$ cat config.mk
export PLATFORM = sky130hd
export DESIGN_NAME = ldtu_ofifo_secded
export DESIGN_NICKNAME = d
export VERILOG_FILES = /design/src/rtl/ldtu_ecc_pkg.sv /design/src/rtl/ldtu_secded_dec.sv /design/src/rtl/ldtu_ofifo_secded.sv
export SDC_FILE = /design/constraint.sdc
export NUM_CORES = 1
export LEC_CHECK = 0
export CORE_MARGIN = 2
export CORE_UTILIZATION = 59
export DETAILED_ROUTE_END_ITERATION = 8
export PLACE_DENSITY = 0.82
export SETUP_SLACK_MARGIN = 0.1
export SKIP_LAST_GASP = 1
export SYNTH_ARGS = -nofsm -noshare
export SYNTH_HDL_FRONTEND = slang
export SYNTH_HIERARCHICAL = 1
export SYNTH_SLANG_ARGS = --single-unit
$ cat constraint.sdc
create_clock -name CLK -period 7.39 [get_ports CLK]
set_input_delay 1.1085 -clock CLK [delete_from_list [all_inputs] [get_ports CLK]]
set_output_delay 1.1085 -clock CLK [all_outputs]
set_load 0.02 [all_outputs]
$ cat src/rtl/ldtu_ecc_pkg.sv
// ldtu_ecc_pkg: SECDED codeword geometry, encoder/decoder functions and shared LDTU idle words
package ldtu_ecc_pkg;
  localparam int DATA_W = 32;
  localparam int ECC_W = 7;
  localparam int CW_W = DATA_W + ECC_W;
  localparam int SYN_W = ECC_W - 1;
  localparam logic [31:0] IDLE_EA = 32'hEAAAAAAA;
  localparam logic [31:0] IDLE_5A = 32'h5A5A5A5A;
  function automatic logic [SYN_W-1:0] secded_syn(input logic [CW_W-1:0] cw);
    logic [SYN_W-1:0] s;
    s = '0;
    for (int i = 1; i < CW_W; i++) if (cw[i]) s ^= SYN_W'(i);
    return s;
  endfunction
  // bit 0 is overall parity, Hamming check bits sit at power-of-two positions
  function automatic logic [CW_W-1:0] secded_enc(input logic [DATA_W-1:0] d);
    logic [CW_W-1:0] c;
    logic [SYN_W-1:0] s;
    int k;
    c = '0;
    k = 0;
    for (int i = 1; i < CW_W; i++) if ((i & (i - 1)) != 0) begin
      c[i] = d[k];
      k++;
    end
    s = secded_syn(c);
    for (int j = 0; j < SYN_W; j++) c[1 << j] = s[j];
    c[0] = ^c[CW_W-1:1];
    return c;
  endfunction
  function automatic logic [DATA_W+1:0] secded_dec(input logic [CW_W-1:0] cw);
    logic [CW_W-1:0] c;
    logic [DATA_W-1:0] d;
    logic [SYN_W-1:0] s;
    logic p;
    int k;
    c = cw;
    d = '0;
    s = secded_syn(cw);
    p = ^cw;
    if (p && int'(s) < CW_W) c[s] = ~c[s];
    k = 0;
    for (int i = 1; i < CW_W; i++) if ((i & (i - 1)) != 0) begin
      d[k] = c[i];
      k++;
    end
    return {d, p, (|s) & ~p};
  endfunction
endpackage

$ cat src/rtl/ldtu_secded_dec.sv
// ldtu_secded_dec: combinational SECDED decoder in front of the read data register
module ldtu_secded_dec
  import ldtu_ecc_pkg::*;
(
  input  logic [CW_W-1:0]   cw,
  output logic [DATA_W-1:0] data,
  output logic              sec,
  output logic              ded
);
  assign {data, sec, ded} = secded_dec(cw);
endmodule

$ cat src/rtl/ldtu_ofifo_secded.sv
// ldtu_ofifo_secded: SECDED-protected output FIFO with idle word, status, overflow and SEU counters
module ldtu_ofifo_secded
  import ldtu_ecc_pkg::*;
#(
  parameter int DATA_W = ldtu_ecc_pkg::DATA_W,
  parameter int ECC_W = ldtu_ecc_pkg::ECC_W,
  parameter int DEPTH = 16,
  parameter int AF_THRESH = 12,
  parameter int CNT_W = 8,
  parameter logic [DATA_W-1:0] IDLE_WORD = IDLE_EA
) (
  input  logic                     CLK,
  input  logic                     rst_b,
  input  logic                     write_signal,
  input  logic                     read_signal,
  input  logic [DATA_W-1:0]        data_in,
  input  logic [1:0]               err_inj,
  input  logic                     cnt_clr,
  output logic [DATA_W-1:0]        data_out,
  output logic                     full_signal,
  output logic                     empty_signal,
  output logic                     almost_full,
  output logic [$clog2(DEPTH):0]   occupancy,
  output logic                     sec_err,
  output logic                     ded_err,
  output logic                     overflow,
  output logic [CNT_W-1:0]         sec_cnt,
  output logic [CNT_W-1:0]         ded_cnt
);
  localparam int AW = $clog2(DEPTH);
  logic [CW_W-1:0] mem [DEPTH];
  logic [AW:0] wr_ptr, rd_ptr;
  logic [CW_W-1:0] wr_cw;
  logic [DATA_W-1:0] dec_data;
  logic dec_sec, dec_ded, wr_en, rd_en, rd_sec, rd_ded;
  assign occupancy = wr_ptr - rd_ptr;
  assign full_signal = occupancy == (AW+1)'(DEPTH);
  assign empty_signal = occupancy == '0;
  assign almost_full = occupancy >= (AW+1)'(AF_THRESH);
  assign wr_en = write_signal & ~full_signal;
  assign rd_en = read_signal & ~empty_signal;
  assign rd_sec = rd_en & dec_sec;
  assign rd_ded = rd_en & dec_ded;
  assign wr_cw = secded_enc(data_in) ^ {{(CW_W-2){1'b0}}, err_inj[1], |err_inj};
  ldtu_secded_dec u_dec (
    .cw  (mem[rd_ptr[AW-1:0]]),
    .data(dec_data),
    .sec (dec_sec),
    .ded (dec_ded)
  );
  always_ff @(posedge CLK) if (wr_en) mem[wr_ptr[AW-1:0]] <= wr_cw;
  always_ff @(posedge CLK or negedge rst_b) begin
    if (!rst_b) begin
      wr_ptr <= '0;
      rd_ptr <= '0;
      data_out <= IDLE_WORD;
      sec_err <= 1'b0;
      ded_err <= 1'b0;
      overflow <= 1'b0;
      sec_cnt <= '0;
      ded_cnt <= '0;
    end else begin
      if (wr_en) wr_ptr <= wr_ptr + 1'b1;
      if (rd_en) rd_ptr <= rd_ptr + 1'b1;
      if (read_signal) data_out <= empty_signal ? IDLE_WORD : dec_data;
      sec_err <= rd_sec;
      ded_err <= rd_ded;
      overflow <= ~cnt_clr & (overflow | (write_signal & full_signal));
      sec_cnt <= cnt_clr ? '0 : sec_cnt + CNT_W'(rd_sec & ~&sec_cnt);
      ded_cnt <= cnt_clr ? '0 : ded_cnt + CNT_W'(rd_ded & ~&ded_cnt);
    end
  end
endmodule

==> results.toml <==
[sta]
timing.final.crit_period_ns = 5.93
f_max_ghz = 0.169
report.final.hold_viol_count = 0
drv_slew = 0
grt_setup_unrepaired = "false"
fin_crit_sh_pct = 80.2
finalSetupTns_ns = 0
worst_pin_slew_ns = 1.31
slew_headroom_pct = 11.7
final-setup-viol-count = 0
fin_worst_skew_ns = 0.0237

[synth]
synth_area_per_inst_sq_um = 20.7
post_synthesis_cell_area_sq_um = 28400
largest_family_of_logic_cells_by_synthesized_area = "multiplexers"
synth_largest_area_cell = "sky130_fd_sc_hd__edfxtp_1"
synth-xor-area-share_pct = 5.90
synth_compound_gate_area_share_pct = 2.07
register_bit_count_reported_by_yosys = 685
synth_fp_nets = 1428
synth_commonest_cells = "sky130_fd_sc_hd__edfxtp_1 (624), sky130_fd_sc_hd__mux4_2 (196), sky130_fd_sc_hd__xnor2_1 (104)"
synth_simple_gate_area_share_pct = 2.60
synth_most_common_cell = "sky130_fd_sc_hd__edfxtp_1"
synth_flop_cell = "sky130_fd_sc_hd__edfxtp_1"
synthCells = 1375
synth_mux_area_share_pct = 16.4
synth_top_area_share_pct = 65.9
postSynth.asyncResetShare_pct = 8.91
yosysUniqueCellTypes = 60
synthAdderAreaFrac_pct = 0.642
synth_edf_count = 624
yosys_warnings = 6
ys_seq_area_share_pct = 71.3
netlist_top_cells_area = "sky130_fd_sc_hd__edfxtp_1 (66%), sky130_fd_sc_hd__mux4_2 (16%), sky130_fd_sc_hd__dfrtp_1 (3.9%), sky130_fd_sc_hd__xnor2_1 (3.2%), sky130_fd_sc_hd__dfstp_2 (1.6%)"

[route]
dr.first_iter.drc_count = 2019
detail_route.drc_violations = 0
routed_wire_length_mm = 67.9
wl_per_cell_um = 31.1
firstDrtPassIters = 5
route.antenna.remaining_nets = 0
route.vias.total = 14500
vias_per_cell = 6.62

[floorplanning]
core_area_sq_um = 47600
top_level_ports = 98
die_x_um = 224
die_h_um = 224
die_area_sq_um = 50000
placementRows = 80
starting_density_of_the_core_pct = 59.7

[cts]
cts-resized-gates = 0
htree_levels = 3
number_of_sinks_driven_by_the_clock_tree = 685
cts_tree = "built"
path_clk_slew_ns = 0.06
cts_inserted_buffers = 69
setup_fix_buffers_added_after_clock_tree_synthesis = 0
clock_root_buffer = "sky130_fd_sc_hd__clkbuf_16"
clock_tree.buffer_depth = 3
clkLatencyLatePin_ns = 0.61
cts_hold_buf = 0

[worst_setup_path]
cp.required_ns = 7.87
worst_r2r_endpoint = "ded_cnt[4]$_DFF_PN0_"
crit-reg2reg-launch = "rd_ptr[0]$_DFFE_PN0P_"
path_class = "flip-flop to flip-flop"
crit_path_end = "ded_cnt[4]$_DFF_PN0_"
r2r_slack_ns = 1.46
worst_setup_path_start_kind = "flip-flop"
r2r_cells = 17
critical_path_arrival_ns = 6.40
timing.critical_path.from = "rd_ptr[0]$_DFFE_PN0P_"
path_max_fanout = 37
critical_path.endpoint_type = "flip-flop"

[global_route]
grt_overflow_total = 0
first_global_vias = 14900
grt_antenna_before_repair = 2
grt_pass1_wl_mm = 99.9
grt_start_max_net_pins = 62
globalRouteTotalUtil_pct = 28.1

[placed_design]
place.gp.congestion = 0.929
place_hpwl_mm = 37.0
portBuffers = 97

[status]
run_status = "finished clean"

[layout]
num-nets-final = 1569
share_of_cells_above_drive_strength_1_pct = 26.2
layout_overhead_on_the_synthesized_area_pct = 14.4

[worst_hold_path]
min_from = "rd_ptr[4]$_DFFE_PN0P_"
worst_hold_path_type = "flip-flop to flip-flop"

[run]
max_capacitance_violation_total = 0
per-layer routing:
metal | vias up | routed length, um | global-route usage [%] | share of wire, %
li1 | 5888 | - | - | -
met4 | 2 | 1940 | 10.5 | 2.9
met3 | 115 | 5860 | 4.45 | 8.6
met1 | 7638 | 26300 | 39.5 | 39
met5 | - | 11 | 0 | 0.016
met2 | 845 | 33900 | 45.5 | 50
worst min path at each step:
| stage | end | slack [ns] | cells past startpoint |
|---|---|---|---|
| after floorplan | wr_ptr[4]$_DFFE_PN0P_ | 0.46 | 1 |
| after global placement | wr_ptr[4]$_DFFE_PN0P_ | 0.47 | 1 |
| after detailed placement | rd_ptr[4]$_DFFE_PN0P_ | 0.49 | 1 |
| after CTS | rd_ptr[4]$_DFFE_PN0P_ | 0.50 | 1 |
| after global routing | data_out[12]$_DFFE_PN0P_ | 0.52 | 1 |
| final | rd_ptr[4]$_DFFE_PN0P_ | 0.50 | 1 |
cell type report:
type	instances	area, sq um
sequential	685	20300
clock inverter	42	365
antenna	1	2.50
tap	615	769
timing repair buffer	129	1260
inverter	15	56.3
multi-input combinational	616	7900
clock buffer	85	1890
fill	2856	15100
sequential cells by signal (all words and copies together), names as in the netlist:
signal and count:
ded_err 1, wr_ptr 5, rd_ptr 5, sec_err 1, mem 624, sec_cnt 8
data_out 32, ded_cnt 8, overflow 1
critical path, stage by stage, from the launching register on:
cell and delay (ns):
sky130_fd_sc_hd__dfrtp_4 0.93, sky130_fd_sc_hd__buf_12 0.35, sky130_fd_sc_hd__mux4_2 0.58, sky130_fd_sc_hd__mux4_2 0.61, sky130_fd_sc_hd__xnor2_1 0.21, sky130_fd_sc_hd__xnor2_2 0.30
sky130_fd_sc_hd__xnor3_1 0.51, sky130_fd_sc_hd__xor2_1 0.46, sky130_fd_sc_hd__nand2_1 0.26, sky130_fd_sc_hd__nor4_1 0.37, sky130_fd_sc_hd__nor2_1 0.07, sky130_fd_sc_hd__and3_1 0.20
sky130_fd_sc_hd__o21a_1 0.12, sky130_fd_sc_hd__ha_1 0.20, sky130_fd_sc_hd__ha_1 0.23, sky130_fd_sc_hd__nand3_1 0.11, sky130_fd_sc_hd__xor2_1 0.16, sky130_fd_sc_hd__nor2_1 0.05
metrics by stage:
| step | worst slack (ns) | cell area, sq um | utilization [%] | instances | hold slack, ns |
|---|---|---|---|---|---|
| floorplan | 1.43 | 28400 | - | 1375 | 0.460 |
| global placement | 1.67 | 30300 | 63.5 | 2060 | 0.474 |
| detailed placement | 1.47 | 30300 | 63.5 | 2060 | 0.486 |
| CTS | 1.44 | 32500 | 68.3 | 2187 | 0.495 |
| global route | 1.15 | 32500 | 68.3 | 2188 | 0.525 |
| finish | 1.46 | 32500 | 68.3 | 2188 | 0.498 |
cells by family (layout without fill, tap and decap cells):
family	after synthesis	after routing
DFF	685	685
buffers and inverters	74	271
muxes	218	218
adders and majority gates	14	14
and+or+nand+nor	152	152
other	0	1
xor gates and xnor gates	159	159
AOI/OAI and AO/OA	73	73
cell usage in the layout (no fill, tap or decap), types with 5 or more instances in the layout:
cell type,n
sky130_fd_sc_hd__nor2_1,42
sky130_fd_sc_hd__clkinv_1,15
sky130_fd_sc_hd__nor3_1,7
sky130_fd_sc_hd__inv_1,11
sky130_fd_sc_hd__bufinv_16,5
sky130_fd_sc_hd__clkdlybuf4s50_1,96
sky130_fd_sc_hd__clkbuf_16,72
sky130_fd_sc_hd__mux2_2,17
sky130_fd_sc_hd__o22a_1,20
sky130_fd_sc_hd__clkbuf_1,9
sky130_fd_sc_hd__a22o_1,15
sky130_fd_sc_hd__and3_1,6
sky130_fd_sc_hd__xnor2_2,7
sky130_fd_sc_hd__xnor2_1,103
sky130_fd_sc_hd__a21oi_1,8
sky130_fd_sc_hd__nand3_1,18
sky130_fd_sc_hd__ha_1,13
sky130_fd_sc_hd__xnor3_1,7
sky130_fd_sc_hd__nand2_1,33
sky130_fd_sc_hd__and3_2,10
sky130_fd_sc_hd__o21ai_0,5
sky130_fd_sc_hd__dfstp_2,17
sky130_fd_sc_hd__xor2_1,31
sky130_fd_sc_hd__mux4_2,196
sky130_fd_sc_hd__nor2b_1,9
sky130_fd_sc_hd__clkinv_2,12
sky130_fd_sc_hd__dfrtp_1,41
sky130_fd_sc_hd__buf_4,28
sky130_fd_sc_hd__edfxtp_1,624
Power is left out: the tool's default activity adds up to more than one toggle a clock period on the data nets, which glitch-free logic cannot reach.
